[config.mk]
export PLATFORM = sky130hd
export DESIGN_NAME = carregador_programa_flat
export DESIGN_NICKNAME = d
export VERILOG_FILES = /design/src/rtl/carregador_programa_if.sv /design/src/rtl/carregador_programa.sv /design/src/flat_wrapper.sv
export SDC_FILE = /design/constraint.sdc
export NUM_CORES = 1
export LEC_CHECK = 0
export CORE_MARGIN = 2
export CORE_UTILIZATION = 40
export DETAILED_ROUTE_END_ITERATION = 10
export HOLD_SLACK_MARGIN = 0.1
export PLACE_DENSITY_LB_ADDON = 0.15
export SLEW_MARGIN = 20
export SYNTH_ARGS = -nofsm -noshare
export SYNTH_HDL_FRONTEND = slang
export SYNTH_SLANG_ARGS = --single-unit
[constraint.sdc]
create_clock -name clk -period 1.65 [get_ports clk]
set_input_delay 0.2475 -clock clk [delete_from_list [all_inputs] [get_ports clk]]
set_output_delay 0.2475 -clock clk [all_outputs]
set_load 0.02 [all_outputs]
[src/rtl/carregador_programa_if.sv]
// Stream and instruction-memory write bus of the program loader.
// The stream source (master) drives rx_valid/rx_data and observes rx_ready.
// The loader (slave) answers with rx_ready and drives the memory write port.
interface carregador_programa_if #(
   parameter int ADDR_W = 8,
   parameter int DATA_W = 8
) ();
   logic              rx_valid;
   logic [DATA_W-1:0] rx_data;
   logic              rx_ready;
   logic              mem_we;
   logic [ADDR_W-1:0] mem_addr;
   logic [DATA_W-1:0] mem_wdata;

   modport master (
      output rx_valid,
      output rx_data,
      input  rx_ready,
      input  mem_we,
      input  mem_addr,
      input  mem_wdata
   );

   modport slave (
      input  rx_valid,
      input  rx_data,
      output rx_ready,
      output mem_we,
      output mem_addr,
      output mem_wdata
   );
endinterface

[src/rtl/carregador_programa.sv]
// Program loader: receives a framed byte stream (LEN, N data bytes and an
// optional checksum byte) over a valid/ready handshake, writes the data
// words into instruction memory and keeps the core halted until the frame
// has been fully received.
//
// Optional feature macro: CARREGADOR_CHECKSUM_EN
//   defined   -> a checksum byte follows the data; mismatch parks the loader
//                in ERROR with load_err=1 and the core halted.
//   undefined -> the core is released right after the last data byte and
//                load_err is constant 0.
module carregador_programa #(
   parameter int                ADDR_W    = 8,
   parameter int                DATA_W    = 8,
   parameter logic [ADDR_W-1:0] BASE_ADDR = {ADDR_W{1'b0}}
) (
   input  logic                   clk,
   input  logic                   rst_n,
   input  logic                   load_req,
   carregador_programa_if.slave   bus,
   output logic                   cpu_run,
   output logic                   load_err
);

   localparam logic [ADDR_W-1:0] ADDR_ZERO = {ADDR_W{1'b0}};
   localparam logic [ADDR_W-1:0] ADDR_ONE  = {{(ADDR_W-1){1'b0}}, 1'b1};
   localparam logic [DATA_W-1:0] DATA_ZERO = {DATA_W{1'b0}};

   typedef enum logic [2:0] {
      ST_LEN   = 3'd0,
      ST_DATA  = 3'd1,
      ST_CSUM  = 3'd2,
      ST_RUN   = 3'd3,
      ST_ERROR = 3'd4
   } state_t;

   // Registered state
   state_t            state_r;
   logic [ADDR_W-1:0] len_r;
   logic [ADDR_W-1:0] count_r;
   logic [DATA_W-1:0] sum_r;
   logic              mem_we_r;
   logic [ADDR_W-1:0] mem_addr_r;
   logic [DATA_W-1:0] mem_wdata_r;
   logic              cpu_run_r;

   // Next-state values
   state_t            state_next_s;
   logic [ADDR_W-1:0] len_next_s;
   logic [ADDR_W-1:0] count_next_s;
   logic [DATA_W-1:0] sum_next_s;
   logic              mem_we_next_s;
   logic [ADDR_W-1:0] mem_addr_next_s;
   logic [DATA_W-1:0] mem_wdata_next_s;
   logic              cpu_run_next_s;

   logic              rx_ready_s;
   logic              accept_s;
   logic              last_data_s;

`ifdef CARREGADOR_CHECKSUM_EN
   logic              load_err_r;
   logic              load_err_next_s;
`endif

   // Handshake: ready in the receiving states, forced low while a restart is requested
   always_comb begin
      rx_ready_s  = 1'b0;
      accept_s    = 1'b0;
      last_data_s = 1'b0;
      if (load_req) begin
         rx_ready_s = 1'b0;
      end else if ((state_r == ST_LEN) || (state_r == ST_DATA) || (state_r == ST_CSUM)) begin
         rx_ready_s = 1'b1;
      end else begin
         rx_ready_s = 1'b0;
      end
      accept_s = bus.rx_valid & rx_ready_s;
      // LEN=0 encodes 2^ADDR_W words: len-1 then wraps to all ones, which is
      // exactly the last index, so a single compare covers every length.
      if (count_r == (len_r - ADDR_ONE)) begin
         last_data_s = 1'b1;
      end else begin
         last_data_s = 1'b0;
      end
   end

   // Next-state and next-output logic of the frame receiver
   always_comb begin
      state_next_s     = state_r;
      len_next_s       = len_r;
      count_next_s     = count_r;
      sum_next_s       = sum_r;
      mem_we_next_s    = 1'b0;
      mem_addr_next_s  = mem_addr_r;
      mem_wdata_next_s = mem_wdata_r;

      if (load_req) begin
         // Restart wins over everything; a write registered last cycle is
         // already on the bus this cycle and is not cancelled.
         state_next_s = ST_LEN;
         count_next_s = ADDR_ZERO;
         sum_next_s   = DATA_ZERO;
      end else begin
         case (state_r)
            ST_LEN: begin
               if (accept_s) begin
                  len_next_s   = ADDR_W'(bus.rx_data);
                  count_next_s = ADDR_ZERO;
                  sum_next_s   = DATA_ZERO;
                  state_next_s = ST_DATA;
               end else begin
                  state_next_s = ST_LEN;
               end
            end
            ST_DATA: begin
               if (accept_s) begin
                  mem_we_next_s    = 1'b1;
                  mem_addr_next_s  = BASE_ADDR + count_r;
                  mem_wdata_next_s = bus.rx_data;
                  sum_next_s       = sum_r + bus.rx_data;
                  count_next_s     = count_r + ADDR_ONE;
                  if (last_data_s) begin
`ifdef CARREGADOR_CHECKSUM_EN
                     state_next_s = ST_CSUM;
`else
                     state_next_s = ST_RUN;
`endif
                  end else begin
                     state_next_s = ST_DATA;
                  end
               end else begin
                  state_next_s = ST_DATA;
               end
            end
`ifdef CARREGADOR_CHECKSUM_EN
            ST_CSUM: begin
               if (accept_s) begin
                  if (bus.rx_data == sum_r) begin
                     state_next_s = ST_RUN;
                  end else begin
                     state_next_s = ST_ERROR;
                  end
               end else begin
                  state_next_s = ST_CSUM;
               end
            end
            ST_ERROR: begin
               state_next_s = ST_ERROR;
            end
`endif
            ST_RUN: begin
               state_next_s = ST_RUN;
            end
            default: begin
               state_next_s = ST_LEN;
            end
         endcase
      end

      // Status outputs follow the state being entered so they are valid
      // in the very cycle after the final accept.
      if (state_next_s == ST_RUN) begin
         cpu_run_next_s = 1'b1;
      end else begin
         cpu_run_next_s = 1'b0;
      end
`ifdef CARREGADOR_CHECKSUM_EN
      if (state_next_s == ST_ERROR) begin
         load_err_next_s = 1'b1;
      end else begin
         load_err_next_s = 1'b0;
      end
`endif
   end

   // FSM state register
   always_ff @(posedge clk or negedge rst_n) begin
      if (!rst_n) begin
         state_r <= ST_LEN;
      end else begin
         state_r <= state_next_s;
      end
   end

   // Frame bookkeeping and registered memory/status outputs
   always_ff @(posedge clk or negedge rst_n) begin
      if (!rst_n) begin
         len_r       <= ADDR_ZERO;
         count_r     <= ADDR_ZERO;
         sum_r       <= DATA_ZERO;
         mem_we_r    <= 1'b0;
         mem_addr_r  <= BASE_ADDR;
         mem_wdata_r <= DATA_ZERO;
         cpu_run_r   <= 1'b0;
      end else begin
         len_r       <= len_next_s;
         count_r     <= count_next_s;
         sum_r       <= sum_next_s;
         mem_we_r    <= mem_we_next_s;
         mem_addr_r  <= mem_addr_next_s;
         mem_wdata_r <= mem_wdata_next_s;
         cpu_run_r   <= cpu_run_next_s;
      end
   end

`ifdef CARREGADOR_CHECKSUM_EN
   // Checksum error flag, held until restart or reset
   always_ff @(posedge clk or negedge rst_n) begin
      if (!rst_n) begin
         load_err_r <= 1'b0;
      end else begin
         load_err_r <= load_err_next_s;
      end
   end
   assign load_err = load_err_r;
`else
   assign load_err = 1'b0;
`endif

   assign bus.rx_ready  = rx_ready_s;
   assign bus.mem_we    = mem_we_r;
   assign bus.mem_addr  = mem_addr_r;
   assign bus.mem_wdata = mem_wdata_r;
   assign cpu_run       = cpu_run_r;

endmodule
[src/flat_wrapper.sv]
// flat-port wrapper written by rule: the top's interface ports become plain ports
module carregador_programa_flat 
#(
   parameter int                ADDR_W    = 8,
   parameter int                DATA_W    = 8,
   parameter logic [ADDR_W-1:0] BASE_ADDR = {ADDR_W{1'b0}}
)
  (clk, rst_n, load_req, cpu_run, load_err, bus_rx_valid, bus_rx_data, bus_rx_ready, bus_mem_we, bus_mem_addr, bus_mem_wdata);
  carregador_programa_if #(.ADDR_W(ADDR_W), .DATA_W(DATA_W)) bus_i ();
  input  logic clk;
  input  logic rst_n;
  input  logic load_req;
  output logic cpu_run;
  output logic load_err;
  input wire logic [$bits(bus_i.rx_valid)-1:0] bus_rx_valid;
  input wire logic [$bits(bus_i.rx_data)-1:0] bus_rx_data;
  output wire logic [$bits(bus_i.rx_ready)-1:0] bus_rx_ready;
  output wire logic [$bits(bus_i.mem_we)-1:0] bus_mem_we;
  output wire logic [$bits(bus_i.mem_addr)-1:0] bus_mem_addr;
  output wire logic [$bits(bus_i.mem_wdata)-1:0] bus_mem_wdata;
  assign bus_i.rx_valid = bus_rx_valid;
  assign bus_i.rx_data = bus_rx_data;
  assign bus_rx_ready = bus_i.rx_ready;
  assign bus_mem_we = bus_i.mem_we;
  assign bus_mem_addr = bus_i.mem_addr;
  assign bus_mem_wdata = bus_i.mem_wdata;
  carregador_programa #(.ADDR_W(ADDR_W), .DATA_W(DATA_W), .BASE_ADDR(BASE_ADDR)) u_core (.clk(clk), .rst_n(rst_n), .load_req(load_req), .bus(bus_i), .cpu_run(cpu_run), .load_err(load_err));
endmodule
* Word level (Yosys, flattened, before mapping)
Index checks and enable logic that the tools add are counted.
** Operators by class
- Mux-type cells :: 16
- Add/sub/neg operators :: 2
- Reductions and logical operators :: 7
- Equal/unequal tests :: 7
- Bitwise logic cells :: 2
** Operators by type and width (number)
- $mux W8 :: 3
- $pmux W8 S2 :: 1
- $eq A3 B2 Y1 const B :: 3
- $pmux W3 S3 :: 1
- $reduce_and A3 Y1 :: 3
- $add A8 B1 Y8 const B :: 1
- $eq A8 B8 Y1 :: 1
- $mux W1 :: 8
- $sub A8 B1 Y8 const B :: 1
- $ne A3 B2 Y1 const B :: 2
- $mux W2 :: 2
- $eq A3 B1 Y1 const B :: 1
- $logic_not A3 Y1 :: 1
- $mux W3 :: 1
- $reduce_bool A3 Y1 :: 1
- $logic_or A1 B1 Y1 :: 2
- $and A1 B1 Y1 :: 1
- $not A1 Y1 :: 1
** Word-level totals
- Register bits after elaboration :: 37
- Input port bits :: 12
- Logic and storage cells :: 41
- Output and inout bits :: 20

* Logic depth before layout (Yosys ltp)
Gate-level depths: netlist (run 1).
- Depth after elaboration :: 11
- Gate-level depth with buffers :: 7
- Mapped depth without buffers :: 7

* Least setup slack after synthesis (run 1)
Ideal clock, no wire load.
- Kind :: register -> register
- From :: register u_core.len_r[0]
- To :: register u_core.cpu_run_r, in the netlist u_core.cpu_run
- Cell stages (with the launch flop) :: 7
- Period minus slack after synthesis :: 1.455 ns
- Data arrival time :: 1.373 ns
- Data required time :: 1.568 ns
- Path slack :: 0.195 ns
- Setup time :: 0.082 ns
- Buffers on the path :: 0
- Cells stage by stage :: dfrtp_1 inv_1 ha_1 nor2b_1 o311ai_0 nand4_1 o22ai_1
** On the way
- Cells in the longest elaborated chain, start to end :: 9
** RTL lines
- start: declaration :: RTL line carregador_programa.sv:38 : logic [ADDR_W-1:0] len_r;
- start signal: assignment :: RTL line carregador_programa.sv:196 : len_r <= len_next_s;
- $sub A8 B1 Y8 :: RTL line carregador_programa.sv:80 : if (count_r == (len_r - ADDR_ONE)) begin
- $eq A8 B8 Y1 :: RTL line carregador_programa.sv:80
- $mux W1 :: RTL line carregador_programa.sv:80
- $mux W2 :: RTL line carregador_programa.sv:122 : if (last_data_s) begin
- $mux W2 :: RTL line carregador_programa.sv:116 : if (accept_s) begin
- $pmux W3 S3 :: RTL line carregador_programa.sv:104 : case (state_r)
- $mux W3 :: RTL line carregador_programa.sv:97 : if (load_req) begin
- $eq A3 B2 Y1 :: RTL line carregador_programa.sv:162 : if (state_next_s == ST_RUN) begin
- $mux W1 :: RTL line carregador_programa.sv:162
- named net u_core.cpu_run_next_s :: RTL line carregador_programa.sv:54 : logic cpu_run_next_s;
- end signal: assignment :: RTL line carregador_programa.sv:202 : cpu_run_r <= cpu_run_next_s;
- end: declaration :: RTL line carregador_programa.sv:44 : logic cpu_run_r;
The timed path passes the listed nets, and every way through them passes these cells.
A chain may end at the register's enable or synchronous reset.

* Worst setup path after layout (run 1)
- From :: register u_core.len_r[0]
- To :: register u_core.state_r[1]
** On the way
- Cells in the longest elaborated chain, start to end :: 7
** RTL lines
- $sub A8 B1 Y8 :: RTL line carregador_programa.sv:80
- $eq A8 B8 Y1 :: RTL line carregador_programa.sv:80
- $mux W1 :: RTL line carregador_programa.sv:80
- $mux W2 :: RTL line carregador_programa.sv:122
- $mux W2 :: RTL line carregador_programa.sv:116
- $pmux W3 S3 :: RTL line carregador_programa.sv:104
- $mux W3 :: RTL line carregador_programa.sv:97
- named net u_core.state_next_s[1] :: RTL line carregador_programa.sv:47 : state_t state_next_s;
- end signal: assignment :: RTL line carregador_programa.sv:181 : state_r <= state_next_s;
- end: declaration :: RTL line carregador_programa.sv:37 : state_t state_r;
The timed path passes the listed nets, and every way through them passes these cells.

==> flow_summary.yaml, run 1 <==
critical_path:
  regToRegStartpoint: "u_core.len_r[0]$_DFFE_PN0P_"
  crit_fanout: 4
  ff2ff_path_depth: 5
  worstSetupEndpointType: "register"
  crit_arrival_ns: 1.68
  critPathLaunch: "u_core.len_r[0]$_DFFE_PN0P_"
  path_class: "register to register"
  start_kind: "register"
  r2r_end: "u_core.state_r[1]$_DFF_PN0_"
  required_ns: 1.80
  reg2reg_slack_ns: 0.11
pwr:
  total_power_uw: 2240
  power.internal_uw: 1610
  leakage_uw: 0.000993
  power_density_mw_per_mm2: 983
  switching_share: 0.279
  clkPwrFrac: 0.283
  p_switching_uw: 624
  ir_drop_mv: 0.628
  combPwrFrac: 0.245
  seq_power_share: 0.473
global_routing:
  grt_pass1_vias: 1247
  grt_max_degree: 37
  antenna_found_initial: 0
  gr-usage-all-layers: 0.149
  overflow: 0
  grt_pass1_wl_um: 5750
floorplanning:
  die_h_um: 69.7
  die_w_um: 69.7
  coreArea_mm2: 0.00409
  num_rows: 23
  die-area_mm2: 0.00485
  pin_count: 32
  start_util: 0.422
placement:
  dpl.hpwl_um: 2460
  port-buffer-count: 30
  place_area_mm2: 0.00215
  place.gp.congestion: 0.834
  placed_cells: 233
synthesis:
  ys_seq_elements: 36
  synthFlopType: "dfrtp_1"
  async_reset_ff_frac: 1.00
  mappedNetlistNets: 162
  yosysSeqAreaShare: 0.522
  yosys.cell_types.count: 38
  syn_avg_cell_area_um2: 11.7
  ys.warnings.count: 0
  synth-edff-count: 0
  syn-instance-count: 148
  synth.cell_area_mm2: 0.00173
routing:
  ant_nets: 0
  vias: 1266
  routedWlPerCell_um: 14.0
  drc: 0
  finalWirelength_um: 3390
  via_per_inst: 5.23
  drt_first_pass_iters: 5
  drtIter0Drc: 42
layout:
  finish.instance_area_mm2: 0.00227
  final_nets: 205
  diodes: 0
  area_delta_synth_final_pct: 31.8
  drive_gt1_frac: 0.271
  instances_no_fill: 242
cts:
  htree_levels: 2
  cts.clk_slew.worst_paths_ns: 0.06
  clk_path_buf_depth: 2
  numCtsBuffers: 5
  cts.sinks: 36
  clk_latency_ns: 0.28
  cts_tree: "built"
  cts_root_buf: "clkbuf_8"
outcome:
  status: "complete, no violations"
timing:
  rsz0062_at_grt: "no"
  max_freq_mhz: 650
  period_minus_slack_ns: 1.54
  setup_viol: 0
  fin_crit_sh: 0.932
  finClkSkew_ns: 0.00654
  drv_slew: 0
  final_hold_viol_count: 0
job:
  drv_cap: 0
worst_hold_path:
  hold_class: "primary input to asynchronous set/reset pin"
metrics by stage:
stage	utilization	hold slack, ns	TNS (ns)	worst slack (ns)
2_1_floorplan	-	-0.0481	0	0.195
3_3_place_gp	0.527	0.489	-1.77	-0.113
3_5_place_dp	0.527	0.495	-2.10	-0.133
4_1_cts	0.549	0.392	0	0.0243
5_1_grt	0.557	0.429	0	0.00742
6_report	0.557	0.382	0	0.112
worst max path at each step:
stage / endpoint / cells after the start
final: u_core.state_r[1]$_DFF_PN0_ / 5
after global routing: u_core.cpu_run$_DFF_PN0_ / 7
after CTS: u_core.cpu_run$_DFF_PN0_ / 7
after detailed placement: u_core.len_r[3]$_DFFE_PN0P_ / 5
after global placement: u_core.len_r[4]$_DFFE_PN0P_ / 5
after floorplan: u_core.cpu_run$_DFF_PN0_ / 6
what timing repair did:
item	CTS	global route
setup endpoints to repair	3	2
hold buffers	0	0
pin swaps	0	2
gates resized for setup	2	4
setup buffers	0	1
state kept, by name, indices dropped and copies added, names as in the netlist:
| name | count |
|---|---|
| u_core.bus.mem_wdata | 8 |
| u_core.state_r | 2 |
| u_core.bus.mem_addr | 8 |
| u_core.count_r | 8 |
| u_core.cpu_run | 1 |
| u_core.len_r | 8 |
| u_core.bus.mem_we | 1 |
critical path, stage by stage, from the launching register on:
cell and delay [ns]:
dfrtp_1 0.41, or2_4 0.29, o211ai_2 0.13, o21ai_1 0.08
a311oi_1 0.36, o22ai_1 0.14
layer usage:
metal | share of wire | vias to the layer above | GRT usage
li1 | - | 611 | -
met1 | 0.46 | 612 | 0.199
met2 | 0.48 | 37 | 0.231
met3 | 0.049 | 6 | 0.0451
met4 | 0.014 | 0 | 0.0513
met5 | 0 | - | 0
power groups by stage:
stage	clock network, µW	registers [µW]	logic (µW)
2_1_floorplan	0	1120	243
3_3_place_gp	0	1070	505
3_5_place_dp	0	1070	518
4_1_cts	656	1060	523
5_1_grt	696	1070	596
6_report	632	1060	547
cells in the mapped netlist (all sizes together) (2+ instances only):
cell type / instances / area share
dfrtp: 36 / 0.52
mux2: 22 / 0.14
o21ai: 10 / 0.029
nand2: 8 / 0.017
xor2: 7 / 0.036
a21oi: 6 / 0.017
nor2: 6 / 0.013
buf: 5 / 0.020
xnor2: 5 / 0.025
inv: 4 / 0.0087
nand4: 4 / 0.015
and3: 3 / 0.011
clkbuf: 3 / 0.0065
nor2b: 3 / 0.012
or2: 3 / 0.012
a31oi: 2 / 0.0073
ha: 2 / 0.015
nor3: 2 / 0.0058
nor4: 2 / 0.016
o22ai: 2 / 0.0073
o31ai: 2 / 0.0087
cells by family (layout without fill, tap and decap cells):
kind of cell	after synthesis	in the layout	synth area share
DFF	36	36	0.522
and+or+nand+nor	36	36	0.125
AOI/OAI and AO/OA	27	27	0.0964
muxes	22	22	0.144
xor gates and xnor gates	12	12	0.0609
buffers and inverters	12	56	0.0348
adders and majority gates	2	2	0.0145
other	1	1	0.00217
final cells by class:
cell class | instances | area [µm²]
Inverter | 4 | 15.0
Tap cell | 50 | 62.6
Sequential cell | 36 | 901
Timing Repair Buffer | 44 | 417
Fill cell | 370 | 1810
Multi-Input combinational cell | 100 | 790
Clock buffer | 8 | 90.1
cells in the final DEF (no fill, tap or decap), types with 2 or more instances in the layout:
cell type         n
dfrtp_1          36
clkdlybuf4s50_1  29
mux2_2           22
buf_4            13
o21ai_0           9
nand2_1           8
xor2_1            7
a21oi_1           6
nor2_1            6
clkbuf_8          6
inv_1             4
xnor2_1           4
nand4_1           4
and3_1            3
or2_2             2
nor3_1            2
a31oi_1           2
nor2b_1           2
o22ai_1           2
clkbuf_1          2
(Power assumes the default switching activity.)
==> run 2: changes to the inputs <==
--- a/config.mk
+++ b/config.mk
@@ -10,2 +10,3 @@
 export DETAILED_ROUTE_END_ITERATION = 10
+export GPL_TIMING_DRIVEN = 0
 export HOLD_SLACK_MARGIN = 0.1
==> constraint.sdc (replaced) <==
create_clock -name clk -period 1.65 [get_ports clk]
set_input_delay 0.165 -clock clk [delete_from_list [all_inputs] [get_ports clk]]
set_output_delay 0.165 -clock clk [all_outputs]
set_load 0.02 [all_outputs]
==> run 2 against run 1 <==
Against the previous run: non-clock buffer count down 4; die area unchanged; clock power up 6.2%; register-to-register slack worse by 0.07 ns; combinational power down 1%; clock skew down 0.0036 ns; flip-flop and latch count unchanged; via count down 0.55%; first-iteration DRC count down 43%; utilization down 0.55 points; global-route usage up 0.85 points; critical path type unchanged; largest power group unchanged.
==> flow_summary.yaml, run 2 (same netlist as run 1, synthesis figures left out) <==
timing:
  max_freq_mhz: 622
  drv_slew: 0
  setup_viol: 0
  period_minus_slack_ns: 1.61
  finalWorstSetupSlack_ns: 0.0415
  setup-tns-final_ns: 0
  finClkSkew_ns: 0.00291
  fin_crit_sh: 0.975
  final_hold_viol_count: 0
floorplanning:
  num_rows: 23
  coreArea_mm2: 0.00409
  die_h_um: 69.7
  pin_count: 32
  die_w_um: 69.7
  start_util: 0.422
  die-area_mm2: 0.00485
critical_path:
  r2r_end: "u_core.state_r[1]$_DFF_PN0_"
  worstSetupEndpointType: "register"
  start_kind: "register"
  ff2ff_path_depth: 5
  regToRegStartpoint: "u_core.len_r[0]$_DFFE_PN0P_"
  reg2reg_slack_ns: 0.04
  crit_fanout: 4
  required_ns: 1.80
  crit_arrival_ns: 1.76
  path_class: "register to register"
layout:
  final_cell_mix: "dfrtp_1 (35), clkdlybuf4s50_1 (28), mux2_2 (22)"
  area_delta_synth_final_pct: 30.5
  drive_gt1_frac: 0.257
  layout_commonest_cell: "dfrtp_1"
  fill_cells: 370
  diodes: 0
  instances_no_fill: 237
  final_nets: 201
cts:
  cts.clk_slew.worst_paths_ns: 0.07
  clk_path_buf_depth: 2
  cts_tree: "built"
  htree_levels: 2
  numCtsBuffers: 5
  cts.sinks: 36
  cts_root_buf: "clkbuf_8"
  clk_latency_ns: 0.28
routing:
  ant_nets: 0
  drtIter0Drc: 24
  vias: 1259
  via_per_inst: 5.31
  routedWlPerCell_um: 15.0
  drt_first_pass_iters: 4
  finalWirelength_um: 3550
  drc: 0
placement:
  placed_cells: 229
  dpl.hpwl_um: 2470
  dp_slack_ns: -0.263
  port-buffer-count: 30
  place.gp.congestion: 0.749
pwr:
  power_density_mw_per_mm2: 1010
  power.internal_uw: 1630
  p_switching_uw: 637
  switching_share: 0.281
  ir_drop_mv: 0.486
  seq_power_share: 0.467
  clkPwrFrac: 0.295
  combPwrFrac: 0.238
  leakage_uw: 0.000981
global_routing:
  grt_pass1_vias: 1211
  antenna_found_initial: 0
  overflow: 0
  grt_pass1_wl_um: 6040
  gr-usage-all-layers: 0.157
  grt_max_degree: 23
worst_hold_path:
  hold_class: "primary input to asynchronous set/reset pin"
job:
  drv_cap: 0
outcome:
  status: "complete, no violations"
## run 2: cell count changes in the layout (fill, tap and decap cells not counted), sizes merged
cell | before | now
dlygate4sd2 | 1 | 0
clkbuf | 8 | 10
dlygate4sd3 | 0 | 1
clkdlybuf4s50 | 29 | 28
buf | 14 | 7
dlymetal6s2s | 0 | 1
## run 2: worst max-delay path, stage by stage (launching register included)
cell,delay [ns]
dfrtp_1,0.41
or2_4,0.29
o21bai_1,0.18
a21oi_1,0.11
a311oi_1,0.35
o22ai_1,0.14
## run 2: worst max-delay path by stage
stage	startpoint	cells after the start	slack, ns	endpoint
floorplan	u_core.len_r[0]$_DFFE_PN0P_	6	0.19	u_core.cpu_run$_DFF_PN0_
global placement	rst_n	1	-0.35	u_core.bus.mem_addr[2]$_DFFE_PN0P_
detailed placement	bus_rx_valid	5	-0.26	u_core.len_r[5]$_DFFE_PN0P_
CTS	u_core.state_r[1]$_DFF_PN0_	2	0.001	bus_rx_ready
global route	u_core.len_r[0]$_DFFE_PN0P_	5	-0.04	u_core.state_r[1]$_DFF_PN0_
finish	u_core.len_r[0]$_DFFE_PN0P_	5	0.04	u_core.state_r[1]$_DFF_PN0_
## run 2: final cells by class
cell class / count / area, µm² / area share
inverters: 4 / 15.0 / 0.00667
flip-flops and latches: 36 / 902 / 0.401
well taps: 50 / 62.6 / 0.0278
multi-input cells: 100 / 787 / 0.349
repair buffers: 33 / 343 / 0.152
plain buffers: 7 / 46.3 / 0.0206
clock buffers: 7 / 96.3 / 0.0428
## run 2: stage by stage
stage	hold WS, ns	area, µm²	util	total power [µW]
finish	0.330	2250	0.551	2270
global route	0.352	2250	0.551	2390
CTS	0.334	2220	0.543	2260
detailed placement	0.106	2110	0.517	1580
global placement	0.490	2090	0.511	1550
floorplan	-0.131	1730	-	1370
## run 2: what timing repair did
| action | 4_1_cts | 5_1_grt |
|---|---|---|
| hold endpoints to repair | 14 | 0 |
| buffers inserted | 0 | 1 |
| gates cloned | 0 | 0 |
| setup endpoints to repair | 6 | 10 |
| pin swaps | 0 | 2 |
| resized for setup | 2 | 7 |
| hold buffers | 1 | 0 |
## run 2: routing by layer
layer	track usage	vias up	wire length (µm)	part of all wire
met2	0.234	29	1690	0.48
met4	0.0577	0	46	0.013
met3	0.0480	4	153	0.043
met1	0.217	625	1660	0.47
li1	-	601	-	-
met5	0	-	0	0
## run 2: power by group through the flow
stage               clock network, µW  logic [µW]  registers, µW
finish                            671         539           1060
global route                      731         589           1070
CTS                               689         513           1060
detailed placement                  0         507           1070
global placement                    0         484           1070
floorplan                           0         243           1120
==> run 3: changes to the inputs <==
Settings changed: CORE_UTILIZATION 40 to 51.
==> run 3 against run 2 <==
Against the previous run: routed wire length is 2.0% lower; flip-flop and latch count unchanged; clock skew increased by 0.011 ns; critical path depth stayed put; non-clock buffer count is 2 higher; worst setup slack improved by 0.024 ns; first-iteration DRC count up 110%; maximum frequency up 1.5%; sequential power about the same; total power up 13%; global-route usage rose by 4.7 points; clock power is 40% higher; largest power group unchanged.
==> flow_summary.yaml, run 3 (same netlist as run 1, synthesis figures left out) <==
outcome:
  status: "complete, no violations"
critical_path:
  cp_slowest_cell: "dfrtp_1"
  path_class: "register to register"
  required_ns: 1.88
  cp_cell_sequence: "or2_4, o21bai_1, a21oi_1, a311oi_1, o22ai_1"
  slowest_delay_ns: 0.43
  start_kind: "register"
  cpLargestDelayFamily: "compound AO/OA/AOI/OAI gates"
  crit_arrival_ns: 1.81
  cp.buffers_inverters: 0
  worstSetupEndpointType: "register"
  crit_fanout: 4
routing:
  finalWirelength_um: 3480
  drt_first_pass_iters: 4
  via_per_inst: 5.33
  vias: 1257
  ant_nets: 0
  drtIter0Drc: 50
  drc: 0
  routedWlPerCell_um: 14.7
cts:
  clk_latency_ns: 0.35
  numCtsBuffers: 5
  cts.clk_slew.worst_paths_ns: 0.12
  clk_path_buf_depth: 2
  cts.sinks: 36
  htree_levels: 2
  cts_tree: "built"
  cts_root_buf: "clkbuf_4"
timing:
  finClkSkew_ns: 0.0137
  period_minus_slack_ns: 1.58
  final_hold_viol_count: 0
  drv_slew: 0
  rsz0062_at_grt: "yes"
  max_freq_mhz: 631
  fin_crit_sh: 0.960
  setup_viol: 0
layout:
  final_cell_mix: "dfrtp_1 (36), clkdlybuf4s50_1 (28), mux2_2 (22)"
  drive_gt1_frac: 0.279
  final_nets: 203
  area_delta_synth_final_pct: 33.5
  instances_no_fill: 236
  layout_commonest_cell: "dfrtp_1"
  diodes: 0
  finish.instance_area_mm2: 0.00230
floorplanning:
  die_w_um: 62.2
  num_rows: 21
  pin_count: 32
  die_h_um: 62.2
  coreArea_mm2: 0.00328
  die-area_mm2: 0.00386
  start_util: 0.525
placement:
  port-buffer-count: 30
  place_area_mm2: 0.00211
  place.gp.congestion: 0.864
  placed_cells: 225
  dpl.hpwl_um: 2390
pwr:
  total_power_uw: 2560
  leakage_uw: 0.000998
  ir_drop_mv: 0.886
  power_density_mw_per_mm2: 1110
job:
  drv_cap: 0
global_routing:
  gr-usage-all-layers: 0.205
  overflow: 0
  antenna_found_initial: 0
  grt_pass1_vias: 1343
  grt_pass1_wl_um: 6220
  grt_max_degree: 23
worst_hold_path:
  hold_class: "primary input to asynchronous set/reset pin"
-- run 3: changes by cell type in the layout (fill, tap and decap cells not counted), sizes merged --
cell and change:
dlygate4sd2 +1, bufinv +3, dlymetal6s2s -1, clkbuf -1, buf +1
-- run 3: layout make-up --
cell class	instances	area [µm²]
Timing Repair Buffer	34	347
Clock buffer	5	37.5
Sequential cell	36	901
Fill cell	253	981
Clock inverter	3	90.1
Buffer	8	47.5
Tap cell	46	57.6
Multi-Input combinational cell	100	808
Inverter	4	15.0
-- run 3: path summary, 6_finish.rpt --
kind / from / cells past startpoint / end / slack [ns]
min in group clk: bus_rx_data[0] / 3 / u_core.len_r[0]$_DFFE_PN0P_ / 0.40
worst max-delay path: u_core.len_r[0]$_DFFE_PN0P_ / 5 / u_core.state_r[1]$_DFF_PN0_ / 0.07
worst min register to register: u_core.bus.mem_wdata[3]$_DFFE_PN0P_ / 1 / u_core.bus.mem_wdata[3]$_DFFE_PN0P_ / 0.52
worst max register to register: u_core.len_r[0]$_DFFE_PN0P_ / 5 / u_core.state_r[1]$_DFF_PN0_ / 0.07
max in group asynchronous: rst_n / 3 / u_core.bus.mem_addr[1]$_DFFE_PN0P_ / 0.94
worst min-delay path: rst_n / 2 / u_core.bus.mem_we$_DFF_PN0_ / 0.27
-- run 3: what timing repair did --
| item | in CTS | in global routing |
|---|---|---|
| setup endpoints to repair | 3 | 6 |
| hold endpoints to repair | 36 | 0 |
| setup buffers | 0 | 2 |
| gates resized for setup | 4 | 7 |
| pin swaps | 1 | 4 |
| hold buffers | 1 | 0 |
-- run 3: report_power, final --
part,internal [µW],switching (µW),total (µW)
clock network,624,316,940
logic,301,263,565
registers,971,82.5,1050
-- run 3: metrics by stage --
stage / util / hold WS (ns) / worst slack (ns) / setup TNS [ns]
6_report: 0.701 / 0.267 / 0.0658 / 0
5_1_grt: 0.701 / 0.298 / -0.0338 / -0.0645
4_1_cts: 0.686 / 0.280 / 0.00233 / 0
3_5_place_dp: 0.641 / 0.114 / -0.231 / -4.19
3_3_place_gp: 0.634 / 0.489 / -0.319 / -14.59
2_1_floorplan: - / -0.131 / 0.195 / 0
-- run 3: layer usage --
| layer | track usage | share of wire | vias up |
|---|---|---|---|
| li1 | - | - | 609 |
| met1 | 0.243 | 0.44 | 617 |
| met2 | 0.360 | 0.51 | 26 |
| met3 | 0.0562 | 0.039 | 5 |
| met4 | 0.0694 | 0.012 | 0 |
| met5 | 0 | 0 | - |
